### src/rtl/des_pkg.sv
// Shared DES round constants: P wiring, S-box contents and the round-engine FSM encoding.
// All tables are written in DES order, so the first entry corresponds to DES bit 1 or S-box index 0.
package des_pkg;

    localparam int NUM_ROUNDS_DEF = 16;

    typedef enum logic [1:0] {
        IDLE = 2'd0,
        RUN  = 2'd1,
        DONE = 2'd2
    } state_t;

    localparam int P_TBL [32] = '{
        16,  7, 20, 21, 29, 12, 28, 17,
         1, 15, 23, 26,  5, 18, 31, 10,
         2,  8, 24, 14, 32, 27,  3,  9,
        19, 13, 30,  6, 22, 11,  4, 25
    };

    // Each box holds 64 entries, row-major (index = row*16 + col), with entry 0 in the top nibble.
    localparam logic [255:0] SBOX_TBL [8] = '{
        256'hE4D12FB83A6C5907_0F74E2D1A6CB9538_41E8D62BFC973A50_FC8249175B3EA06D,
        256'hF18E6B34972DC05A_3D47F28EC01A69B5_0E7BA4D158C6932F_D8A13F42B67C05E9,
        256'hA09E63F51DC7B428_D709346A285ECBF1_D6498F30B12C5AE7_1AD069874FE3B52C,
        256'h7DE3069A1285BC4F_D8B56F03472C1AE9_A690CB7DF13E5284_3F06A1D8945BC72E,
        256'h2C417AB6853FD0E9_EB2C47D150FA3986_421BAD78F9C5630E_B8C71E2D6F09A453,
        256'hC1AF92680D34E75B_AF427C9561DE0B38_9EF528C3704A1DB6_432C95FABE17608D,
        256'h4B2EF08D3C975A61_D0B7491AE35C2F86_14BDC37EAF680592_6BD814A7950FE23C,
        256'hD2846FB1A93E50C7_1FD8A374C56B0E92_7B419CE206ADF358_21E74A8DFC90356B
    };

    function automatic logic [3:0] sbox_lookup(input logic [2:0] box, input logic [5:0] idx);
        logic [255:0] t;
        t = SBOX_TBL[box] >> (9'd252 - {1'b0, idx, 2'b00});
        return t[3:0];
    endfunction

endpackage

### src/rtl/des_sbox.sv
// One DES S-box: 6-bit group in, 4-bit result out, both buses with index 0 = DES bit 1.
// Row is formed from DES bits 1 and 6, column from DES bits 2..5.
module des_sbox
    import des_pkg::*;
#(
    parameter int BOX = 0
) (
    input  logic [5:0] din,
    output logic [3:0] dout
);

    logic [5:0] idx;
    logic [3:0] val;

    assign idx  = {din[0], din[5], din[1], din[2], din[3], din[4]};
    assign val  = sbox_lookup(3'(BOX), idx);
    assign dout = {val[0], val[1], val[2], val[3]};

endmodule

### src/rtl/e_function.sv
// DES expansion E: 32 -> 48 bits, bus index n carries DES bit n+1.
// Output group g (six bits) takes input bits 4g-1 .. 4g+4 modulo 32.
module e_function (
    input  logic [31:0] r,
    output logic [47:0] e
);

    for (genvar g = 0; g < 8; g++) begin : g_grp
        for (genvar k = 0; k < 6; k++) begin : g_bit
            assign e[6*g + k] = r[(4*g + k + 31) % 32];
        end
    end

endmodule

### src/rtl/des_round_engine.sv
// Iterative DES Feistel core: one round per clock on a post-IP L/R pair, subkeys fetched by index.
// Result is the pre-FP block (R16, L16) held on left_out/right_out until the next accepted start.
module des_round_engine
    import des_pkg::*;
#(
    parameter int NUM_ROUNDS = NUM_ROUNDS_DEF
) (
    input  logic        clk,
    input  logic        rst,
    input  logic        start,
    input  logic [31:0] left_in,
    input  logic [31:0] right_in,
    input  logic        decrypt,
    output logic [3:0]  key_idx,
    input  logic [47:0] subkey,
    output logic        busy,
    output logic        done,
    output logic [31:0] left_out,
    output logic [31:0] right_out
);

    state_t      state, state_nxt;
    logic [3:0]  round;
    logic [31:0] l_reg, r_reg;
    logic        dec;
    logic        accept, last_round;
    logic [47:0] e_out, xored;
    logic [31:0] s_out, p_out, r_new;

    assign accept     = start && (state != RUN);
    assign last_round = (state == RUN) && (round == 4'(NUM_ROUNDS - 1));

    always_ff @(posedge clk) begin
        if (rst) state <= IDLE;
        else     state <= state_nxt;
    end

    // NOTE: every signal written here gets its default first, so no path can infer a latch.
    always_comb begin
        state_nxt = state;
        unique case (state)
            IDLE:    if (start) state_nxt = RUN;
            RUN:     if (last_round) state_nxt = DONE;
            DONE:    state_nxt = start ? RUN : IDLE;
            default: state_nxt = IDLE;
        endcase
    end

    // Outside RUN the index parks at 0 regardless of direction.
    assign key_idx = (state != RUN) ? 4'd0 : (dec ? 4'd15 - round : round);

    e_function u_e (
        .r (r_reg),
        .e (e_out)
    );

    assign xored = e_out ^ subkey;

    for (genvar i = 0; i < 8; i++) begin : g_sbox
        des_sbox #(.BOX(i)) u_sbox (
            .din  (xored[6*i +: 6]),
            .dout (s_out[4*i +: 4])
        );
    end

    for (genvar j = 0; j < 32; j++) begin : g_p
        assign p_out[j] = s_out[P_TBL[j] - 1];
    end

    assign r_new = l_reg ^ p_out;

    // NOTE: state registers use non-blocking assignments so every flop samples pre-edge values.
    always_ff @(posedge clk) begin
        if (rst) begin
            round     <= '0;
            l_reg     <= '0;
            r_reg     <= '0;
            dec       <= 1'b0;
            busy      <= 1'b0;
            done      <= 1'b0;
            left_out  <= '0;
            right_out <= '0;
        end else begin
            done <= 1'b0;
            if (accept) begin
                l_reg <= left_in;
                r_reg <= right_in;
                round <= '0;
                dec   <= decrypt;
                busy  <= 1'b1;
            end else if (state == RUN) begin
                l_reg <= r_reg;
                r_reg <= r_new;
                round <= last_round ? 4'd0 : round + 4'd1;
                if (last_round) begin
                    left_out  <= r_new;
                    right_out <= r_reg;
                    done      <= 1'b1;
                    busy      <= 1'b0;
                end
            end
        end
    end

endmodule
### config.mk
export PLATFORM = sky130hd
export DESIGN_NAME = des_round_engine
export DESIGN_NICKNAME = d
export VERILOG_FILES = /design/src/rtl/des_pkg.sv /design/src/rtl/des_sbox.sv /design/src/rtl/e_function.sv /design/src/rtl/des_round_engine.sv
export SDC_FILE = /design/constraint.sdc
export NUM_CORES = 1
export LEC_CHECK = 0
export ABC_AREA = 1
export CAP_MARGIN = 15
export CORE_ASPECT_RATIO = 0.8
export CORE_MARGIN = 3
export CORE_UTILIZATION = 45
export DETAILED_ROUTE_END_ITERATION = 12
export GPL_ROUTABILITY_DRIVEN = 0
export PLACE_DENSITY = 0.69
export REMOVE_ABC_BUFFERS = 1
export SKIP_CTS_REPAIR_TIMING = 1
export SLEW_MARGIN = 40
export SYNTH_ARGS = -nofsm -noshare
export SYNTH_HDL_FRONTEND = slang
export SYNTH_SLANG_ARGS = --single-unit
### constraint.sdc
create_clock -name clk -period 3.1 [get_ports clk]
set_input_delay 0.62 -clock clk [delete_from_list [all_inputs] [get_ports clk]]
set_output_delay 0.62 -clock clk [all_outputs]
set_load 0.05 [all_outputs]
==> impl_metrics.yaml, run 1 <==
detailed_routing:
  vias: 13400
  wl_met3_mm: 3.63
  detail-route-antenna-nets: 0
  wl_per_cell_um: 15.6
  drt_iter0_markers: 1713
  wirelength_mm: 39.0
  via_per_inst: 5.36
  route.detailed.drc: 0
  route.met2.wl_mm: 16.1
  highest_layer: "met4"
  wl_met1_mm: 18.2
  dr.pass1.iters: 6
grt:
  grt_antenna_before_repair: 1
  grt_max_degree: 113
  overflow: 0
  grt_usage: 0.277
  grt_pass1_vias: 11700
  grt_pass1_wl_mm: 60.9
logic_synthesis:
  synth.avg_cell_area_um2: 5.75
  synth_edf_count: 0
  ys_ff_latch: 137
  synth_cells: 1994
  netlist_area_mm2: 0.0115
  ys.warnings.count: 0
  ys_async_sr_fraction: 0
  ys_seq_area_frac: 0.239
  synth_cell_types: 33
  synth_flop_cell: "dfxtp_1"
cells_and_area:
  seqCellArea_mm2: 0.00274
  drive_gt1_frac: 0.0492
  multi_input_area_mm2: 0.00735
  syn2layout_area_growth_pct: 25.3
  nFillCells: 2489
  fin_area_mm2: 0.0144
  finalNonFillerCells: 2495
  final_nets: 2342
power:
  pwr-share-comb: 0.424
  switching_share: 0.407
  intPower_w: 0.00415
  power_w: 0.00700
  p_per_area_mw_per_mm2: 487
  total_leakage_power_nw: 7.31
  vdd.ir_drop.worst_mv: 0.393
  switchingPower_w: 0.00285
  p_clk_frac: 0.297
  seqPwrFrac: 0.279
floorplanning:
  ioPinCount: 186
  fp.coreArea_mm2: 0.0247
  dieArea_mm2: 0.0274
  row_count: 51
  initial_core_util: 0.464
  die_x_um: 184
  die_height_um: 149
timing:
  setup_viol: 0
  max_slew_margin: 0.504
  hold_viol_final: 0
  setup_tns_ns: 0
  period_needed_ns: 2.53
  rsz0062_at_grt: "no"
  slew_viol_final: 0
  fmax_ghz: 0.395
  finalCritPeriodShare: 0.817
  worst_pin_slew_ns: 0.738
  fin_worst_skew_ns: 0.0108
setup_path:
  crit_chain: "clkdlybuf4s50_1, inv_1, nand2_1, nand2_1, ha_1, inv_1, nand2_1, nand3_1, nand2_1, nand2_1, nand3_1, nand2_1, nand2_1, nand2_1, nand2_1, a21oi_1"
  end_kind: "flop"
  crit_family: "simple AND/OR/NAND/NOR gates"
  r2r_start: "r_reg[7]"
  critPathLaunch: "subkey[10]"
  path_max_fanout: 6
  cpPeakStageDelay_ns: 0.52
  crit_arrival_ns: 2.89
  cp_slowest_cell: "clkdlybuf4s50_1"
  worstPathBufferInverterCount: 3
  critPathKind: "in -> reg"
  worstPathRequired_ns: 3.46
  startpoint_type: "primary input"
  worst_path_most_repeated_cell: "nand2_1"
placed_design:
  hpwl_mm: 28.5
  placed_area_mm2: 0.0138
  placed_cells: 2462
  io_buffers: 185
job:
  drv_cap: 0
clock_tree:
  cts-root-buf: "clkbuf_16"
  clock_sinks: 137
  cts_tree: "done"
  cts_buffer_depth: 2
  clock_latency_ns: 0.44
  cts_inserted_buffers: 17
  clk_pin_slew_ns: 0.06
  cts_max_level: 4
hold_path:
  holdCritPathClass: "reg -> reg"
  worstHoldStart: "busy"
status:
  outcome: "completed"
[path summary, 6_finish.rpt]
path / slack [ns] / end / cells past startpoint
worst max-delay path: 0.57 / r_reg[17] / 16
worst min-delay path: 0.47 / busy / 2
worst max register to register: 0.60 / r_reg[17] / 15
worst min register to register: 0.47 / busy / 2
[worst register-to-register path, delay by kind of cell (launching register included)]
kind | cells | cell delay [ns]
simple gates | 11 | 1.03
flops | 1 | 0.47
fa+ha+maj | 1 | 0.41
buf+inv | 2 | 0.37
compound gates | 1 | 0.14
[metrics by stage]
step | util | hold WS [ns] | worst slack (ns)
6_report | 0.582 | 0.466 | 0.568
3_3_place_gp | 0.557 | 0.455 | 0.231
3_5_place_dp | 0.558 | 0.462 | 0.178
2_1_floorplan | - | 0.464 | -4.55
4_1_cts | 0.581 | 0.472 | 0.631
5_1_grt | 0.582 | 0.491 | 0.403
[power by group through the flow]
| stage | combinational [W] | sequential (W) | clock [W] |
|---|---|---|---|
| after global routing | 0.00333 | 0.00196 | 0.00219 |
| after floorplan | 0.00201 | 0.00195 | 0 |
| after global placement | 0.00284 | 0.00198 | 0 |
| final | 0.00297 | 0.00195 | 0.00208 |
| after CTS | 0.00290 | 0.00195 | 0.00212 |
| after detailed placement | 0.00289 | 0.00199 | 0 |
[layer usage]
layer,track usage,vias to the layer above
li1,-,6643
met1,0.408,5983
met2,0.409,656
met3,0.0497,84
met4,0.0873,0
met5,0,-
[synthesized netlist by cell type, drive strengths merged, types with 2 or more instances]
library cell  instances  area, um2
nand2               690       2590
buf                  30        158
o221ai                2       17.5
nor2                140        526
o21ai               102        510
xor2                 11        119
nand3               352       1800
xnor2                27        282
ha                   63        788
clkbuf               45        179
a211oi               34        255
a21o                  2       15.0
a21oi                42        214
dfxtp               137       2740
o22ai                24        150
inv                 286       1070
[cell type report]
class,instances,share of cell area
multi-input combinational,1494,0.512
sequential,137,0.191
timing repair buffer,226,0.154
inverter,287,0.0750
clock buffer,24,0.0342
tap,318,0.0277
clock inverter,8,0.00644
antenna,1,0.000174
[placed cells by master, fill, tap and decap left out]
cell type / instances
nand2_1: 689
nand3_1: 345
inv_1: 280
clkdlybuf4s50_1: 180
nor2_1: 137
dfxtp_1: 137
o21ai_0: 97
ha_1: 63
a21oi_1: 41
buf_4: 41
a211oi_1: 34
o22ai_1: 24
xnor2_1: 17
clkbuf_16: 17
xnor2_2: 10
xor2_1: 8
nand3_2: 7
inv_2: 6
o21ai_1: 5
clkinv_2: 5
buf_12: 5
clkbuf_8: 4
nor2_4: 3
xor2_2: 3
clkbuf_1: 3
a21o_1: 2
o221ai_1: 2
bufinv_16: 2
diode_2: 1
nand2_2: 1
or2_2: 1
clkinv_1: 1
o21bai_1: 1
a21oi_2: 1
nand3b_1: 1
and3_1: 1
a31oi_1: 1
clkinvlp_4: 1
[logic make-up (layout without fill, tap and decap cells)]
logic type,Yosys count,count (layout),share of synthesized area
and+or+nand+nor,1185,1185,0.430
adders and majority gates,63,63,0.0688
AOI/OAI and AO/OA,208,208,0.103
other,0,1,0
DFF,137,137,0.239
buffers and inverters,363,545,0.124
xor gates and xnor gates,38,38,0.0349
(Power assumes the default switching activity.)
==> run 2, diff against run 1 <==
--- a/config.mk
+++ b/config.mk
@@ -12,7 +12,7 @@
 export CORE_UTILIZATION = 45
 export DETAILED_ROUTE_END_ITERATION = 12
 export GPL_ROUTABILITY_DRIVEN = 0
-export PLACE_DENSITY = 0.69
+export PLACE_DENSITY = 0.72
 export REMOVE_ABC_BUFFERS = 1
 export SKIP_CTS_REPAIR_TIMING = 1
 export SLEW_MARGIN = 40
==> constraint.sdc (replaced) <==
create_clock -name clk -period 2.3 [get_ports clk]
set_input_delay 0.46 -clock clk [delete_from_list [all_inputs] [get_ports clk]]
set_output_delay 0.46 -clock clk [all_outputs]
set_load 0.05 [all_outputs]
==> run 2 against run 1 <==
  * Clock-buffer cell count fell by 5
  * Non-clock buffer count rose by 73
  * Sequential power up 34%
  * Global-route usage grew 0.45 points
  * Setup slack lost 0.44 ns
  * Via count rose by 2.5%
  * Total power grew 37%
  * Cell area grew 4.4%
  * Flip-flop and latch count is the same
  * Worst hold slack worse by 0.0037 ns
  * Critical endpoint is now key_idx[0]
==> impl_metrics.yaml, run 2 (same netlist as run 1, synthesis figures left out) <==
grt:
  overflow: 0
  grt_antenna_before_repair: 2
  grt_max_degree: 113
  grt_usage: 0.281
  grt_pass1_vias: 12400
  grt_pass1_wl_mm: 62.8
timing:
  period_needed_ns: 2.17
  max_slew_margin: 0.525
  hold_viol_final: 0
  setup_viol: 0
  fin_worst_skew_ns: 0.0136
  slew_viol_final: 0
  rsz0062_at_grt: "yes"
  setup_tns_ns: 0
  finalCritPeriodShare: 0.943
  worst_pin_slew_ns: 0.708
  worst_slack_ns: 0.131
  fmax_ghz: 0.461
cells_and_area:
  final_common_cell: "nand2_1"
  final_nets: 2415
  final_cell_mix: "686 x nand2_1, 345 x nand3_1, 279 x inv_1, 180 x clkdlybuf4s50_1"
  multi_input_area_mm2: 0.00738
  syn2layout_area_growth_pct: 30.8
  drive_gt1_frac: 0.0840
  seqCellArea_mm2: 0.00274
  nFillCells: 2317
  diodes: 0
placed_design:
  hpwl_mm: 29.1
  pre_cts_slack_ns: -0.316
  io_buffers: 185
job:
  drv_cap: 0
setup_path:
  critPathKind: "reg -> out"
  crit_arrival_ns: 1.71
  worstPathRequired_ns: 1.84
  path_max_fanout: 22
  startpoint_type: "flop"
  end_kind: "output port"
floorplanning:
  dieArea_mm2: 0.0274
  initial_core_util: 0.464
  die_x_um: 184
  die_height_um: 149
  ioPinCount: 186
  fp.coreArea_mm2: 0.0247
  row_count: 51
power:
  intPower_w: 0.00561
  seqPwrFrac: 0.273
  power_w: 0.00959
  p_per_area_mw_per_mm2: 640
  pwr-share-comb: 0.452
  p_clk_frac: 0.274
  switchingPower_w: 0.00398
  switching_share: 0.415
  vdd.ir_drop.worst_mv: 0.489
  total_leakage_power_nw: 7.65
clock_tree:
  cts_max_level: 4
  clock_latency_ns: 0.43
  cts_inserted_buffers: 17
  cts-root-buf: "clkbuf_16"
  cts_tree: "done"
  cts_buffer_depth: 2
  clk_pin_slew_ns: 0.06
  clock_sinks: 137
detailed_routing:
  via_per_inst: 5.34
  route.detailed.drc: 0
  vias: 13700
  wl_per_cell_um: 15.3
  drt_iter0_markers: 1384
  detail-route-antenna-nets: 0
  dr.pass1.iters: 8
  wirelength_mm: 39.4
hold_path:
  holdCritPathClass: "reg -> reg"
status:
  outcome: "completed"
==> run 2: cell types whose count changed in the layout (fill, tap and decap cells not counted), sizes merged <==
| cell | before | now |
|---|---|---|
| bufinv | 2 | 0 |
| buf | 46 | 119 |
| inv | 286 | 289 |
| clkinvlp | 1 | 5 |
| diode | 1 | 0 |
| clkbuf | 24 | 19 |
==> run 2: metrics by stage <==
step                std cells  hold WS (ns)   util  area (um2)
floorplan                1918         0.464      -       11100
global placement         2535         0.453  0.583       14400
detailed placement       2535         0.460  0.583       14400
CTS                      2567         0.470  0.605       14900
global route             2567         0.497  0.607       15000
finish                   2567         0.463  0.607       15000
==> run 2: final timing paths <==
path	slack [ns]	startpoint	endpoint	cells past startpoint
worst min register to register	0.46	busy	busy	2
worst max-delay path	0.13	state[0]	key_idx[0]	6
worst max register to register	0.15	r_reg[15]	left_out[9]	14
worst min-delay path	0.46	busy	busy	2
==> run 2: critical path: stages, from the launching register on <==
cell and delay [ns]:
dfxtp_1 0.30, inv_1 0.07, nor2_4 0.13, inv_1 0.09, buf_4 0.25, nor2_1 0.25, buf_12 0.17
==> run 2: metal layers <==
metal  track usage  wire length [um]  vias up
li1              -                 -     6794
met1         0.398             17500     6085
met2         0.431             16600      720
met3        0.0648              4260       99
met4        0.0778               971        4
met5             0                24        -
==> run 2: layout make-up <==
cell class	instances	share of cell area
Clock inverter	13	0.00643
Clock buffer	19	0.0302
Timing Repair Buffer	299	0.190
Inverter	287	0.0719
Sequential cell	137	0.183
Multi-Input combinational cell	1494	0.492
Tap cell	318	0.0265
==> run 2: power groups by stage <==
| stage | combinational [W] | clock [W] | sequential [W] |
|---|---|---|---|
| 3_3_place_gp | 0.00413 | 0 | 0.00267 |
| 4_1_cts | 0.00423 | 0.00266 | 0.00262 |
| 3_5_place_dp | 0.00420 | 0 | 0.00267 |
| 5_1_grt | 0.00485 | 0.00278 | 0.00263 |
| 2_1_floorplan | 0.00271 | 0 | 0.00263 |
| 6_report | 0.00434 | 0.00263 | 0.00262 |
==> run 3, diff against run 2 <==
--- a/config.mk
+++ b/config.mk
@@ -8,7 +8,6 @@
 export ABC_AREA = 1
 export CAP_MARGIN = 15
 export CORE_ASPECT_RATIO = 0.8
-export CORE_MARGIN = 3
 export CORE_UTILIZATION = 45
 export DETAILED_ROUTE_END_ITERATION = 12
 export GPL_ROUTABILITY_DRIVEN = 0
==> run 3 against run 2 <==
  * Final cell count rose by 0.35%
  * Clock skew fell by 0.0040 ns
  * Fmax fell by 1.3%
  * Utilization rose by 0.89 points
  * Setup slack got worse by 0.028 ns
  * Clock-buffer cell count rose by 1
  * Combinational power rose by 1%
  * Register-to-register slack improved by 0.04 ns
  * Flip-flop and latch count did not move
  * Critical endpoint is now key_idx[2]
  * Largest cell class unchanged
==> impl_metrics.yaml, run 3 (same netlist as run 1, synthesis figures left out) <==
grt:
  grt_pass1_vias: 12200
  overflow: 0
  grt_antenna_before_repair: 2
  grt_pass1_wl_mm: 61.3
  grt_max_degree: 58
  grt_usage: 0.295
hold_path:
  worstHoldStart: "rst"
  min_to: "busy"
  holdCritPathClass: "in -> reg"
  holdPathStages: 2
cells_and_area:
  final_nets: 2422
  final_common_cell: "nand2_1"
  syn2layout_area_growth_pct: 32.7
  layout.core_utilization: 0.616
  drive_gt1_frac: 0.0900
  final_cell_mix: "686 x nand2_1, 344 x nand3_1, 280 x inv_1, 176 x clkdlybuf4s50_1, 137 x nor2_1"
floorplanning:
  dieArea_mm2: 0.0261
  die_x_um: 180
  initial_core_util: 0.464
  die_height_um: 145
  fp.coreArea_mm2: 0.0247
  row_count: 51
  ioPinCount: 186
detailed_routing:
  dr.pass1.iters: 6
  detail-route-antenna-nets: 0
  vias: 13700
  route.detailed.drc: 0
  wirelength_mm: 38.8
  wl_per_cell_um: 15.0
  drt_iter0_markers: 1515
  via_per_inst: 5.30
clock_tree:
  cts_max_level: 4
  cts_tree: "done"
  cts_inserted_buffers: 17
  clock_sinks: 137
  cts-root-buf: "clkbuf_16"
  clk_pin_slew_ns: 0.06
  cts_buffer_depth: 2
  clock_latency_ns: 0.43
placed_design:
  io_buffers: 185
  hpwl_mm: 28.5
power:
  total_leakage_power_nw: 7.79
  p_per_area_mw_per_mm2: 653
  vdd.ir_drop.worst_mv: 0.529
  power_w: 0.00994
setup_path:
  critPathKind: "reg -> out"
  path_max_fanout: 11
  startpoint_type: "flop"
  ff2ff_setup_slack_ns: 0.19
  crit_arrival_ns: 1.74
  worstPathRequired_ns: 1.84
  r2r_start: "r_reg[6]"
  reg2reg_depth: 15
  critPathLaunch: "state[0]"
  r2r-end: "r_reg[12]"
  end_kind: "output port"
timing:
  fin_worst_skew_ns: 0.00962
  hold_viol_final: 0
  rsz0062_at_grt: "yes"
  finalCritPeriodShare: 0.955
  fmax_ghz: 0.455
  worst_pin_slew_ns: 0.756
  slew_viol_final: 0
  setup_viol: 0
  period_needed_ns: 2.20
  max_slew_margin: 0.492
  hold_ws_ns: 0.299
status:
  outcome: "completed"
job:
  drv_cap: 0
-- run 3: worst max-delay path by stage --
stage                    to  cells past startpoint
6_report         key_idx[2]                      6
5_1_grt        left_out[12]                     17
4_1_cts          key_idx[2]                      6
3_5_place_dp   left_out[31]                     15
3_3_place_gp   left_out[12]                     17
2_1_floorplan  left_out[10]                      7
-- run 3: metal layers --
layer | global-route usage | wire, um | up-vias
met5 | 0 | 0 | -
met1 | 0.406 | 18100 | 6104
li1 | - | - | 6816
met4 | 0.110 | 1050 | 0
met2 | 0.457 | 16400 | 665
met3 | 0.0553 | 3270 | 79
-- run 3: final cells by class --
cell class,instances,area [um2]
Timing Repair Buffer,306,2950
Sequential cell,137,2740
Inverter,287,1080
Tap cell,318,398
Clock buffer,20,467
Clock inverter,12,148
Multi-Input combinational cell,1494,7430
Antenna cell,2,5.00
Fill cell,2323,9480
-- run 3: power by group --
part / internal, W / leakage (nW) / switching (W)
logic: 0.00171 / 6.38 / 0.00268
clock network: 0.00178 / 0.290 / 0.00115
registers: 0.00249 / 1.12 / 0.000129
-- run 3: critical path, cell delays in order, from the launching register on --
cell and delay, ns:
dfxtp_1 0.30, inv_1 0.07, nor2_4 0.14, inv_1 0.15, buf_4 0.22, nor2_1 0.25, buf_12 0.18
-- run 3: through the flow --
step / cell area (um2) / std cells / setup WS, ns / TNS [ns]
CTS: 15100 / 2574 / 0.0880 / 0
global placement: 14500 / 2542 / -0.248 / -8.64
detailed placement: 14500 / 2542 / -0.302 / -11.67
finish: 15200 / 2576 / 0.103 / 0
global route: 15200 / 2575 / -0.0159 / -0.0161
floorplan: 11100 / 1918 / -5.35 / -418.09
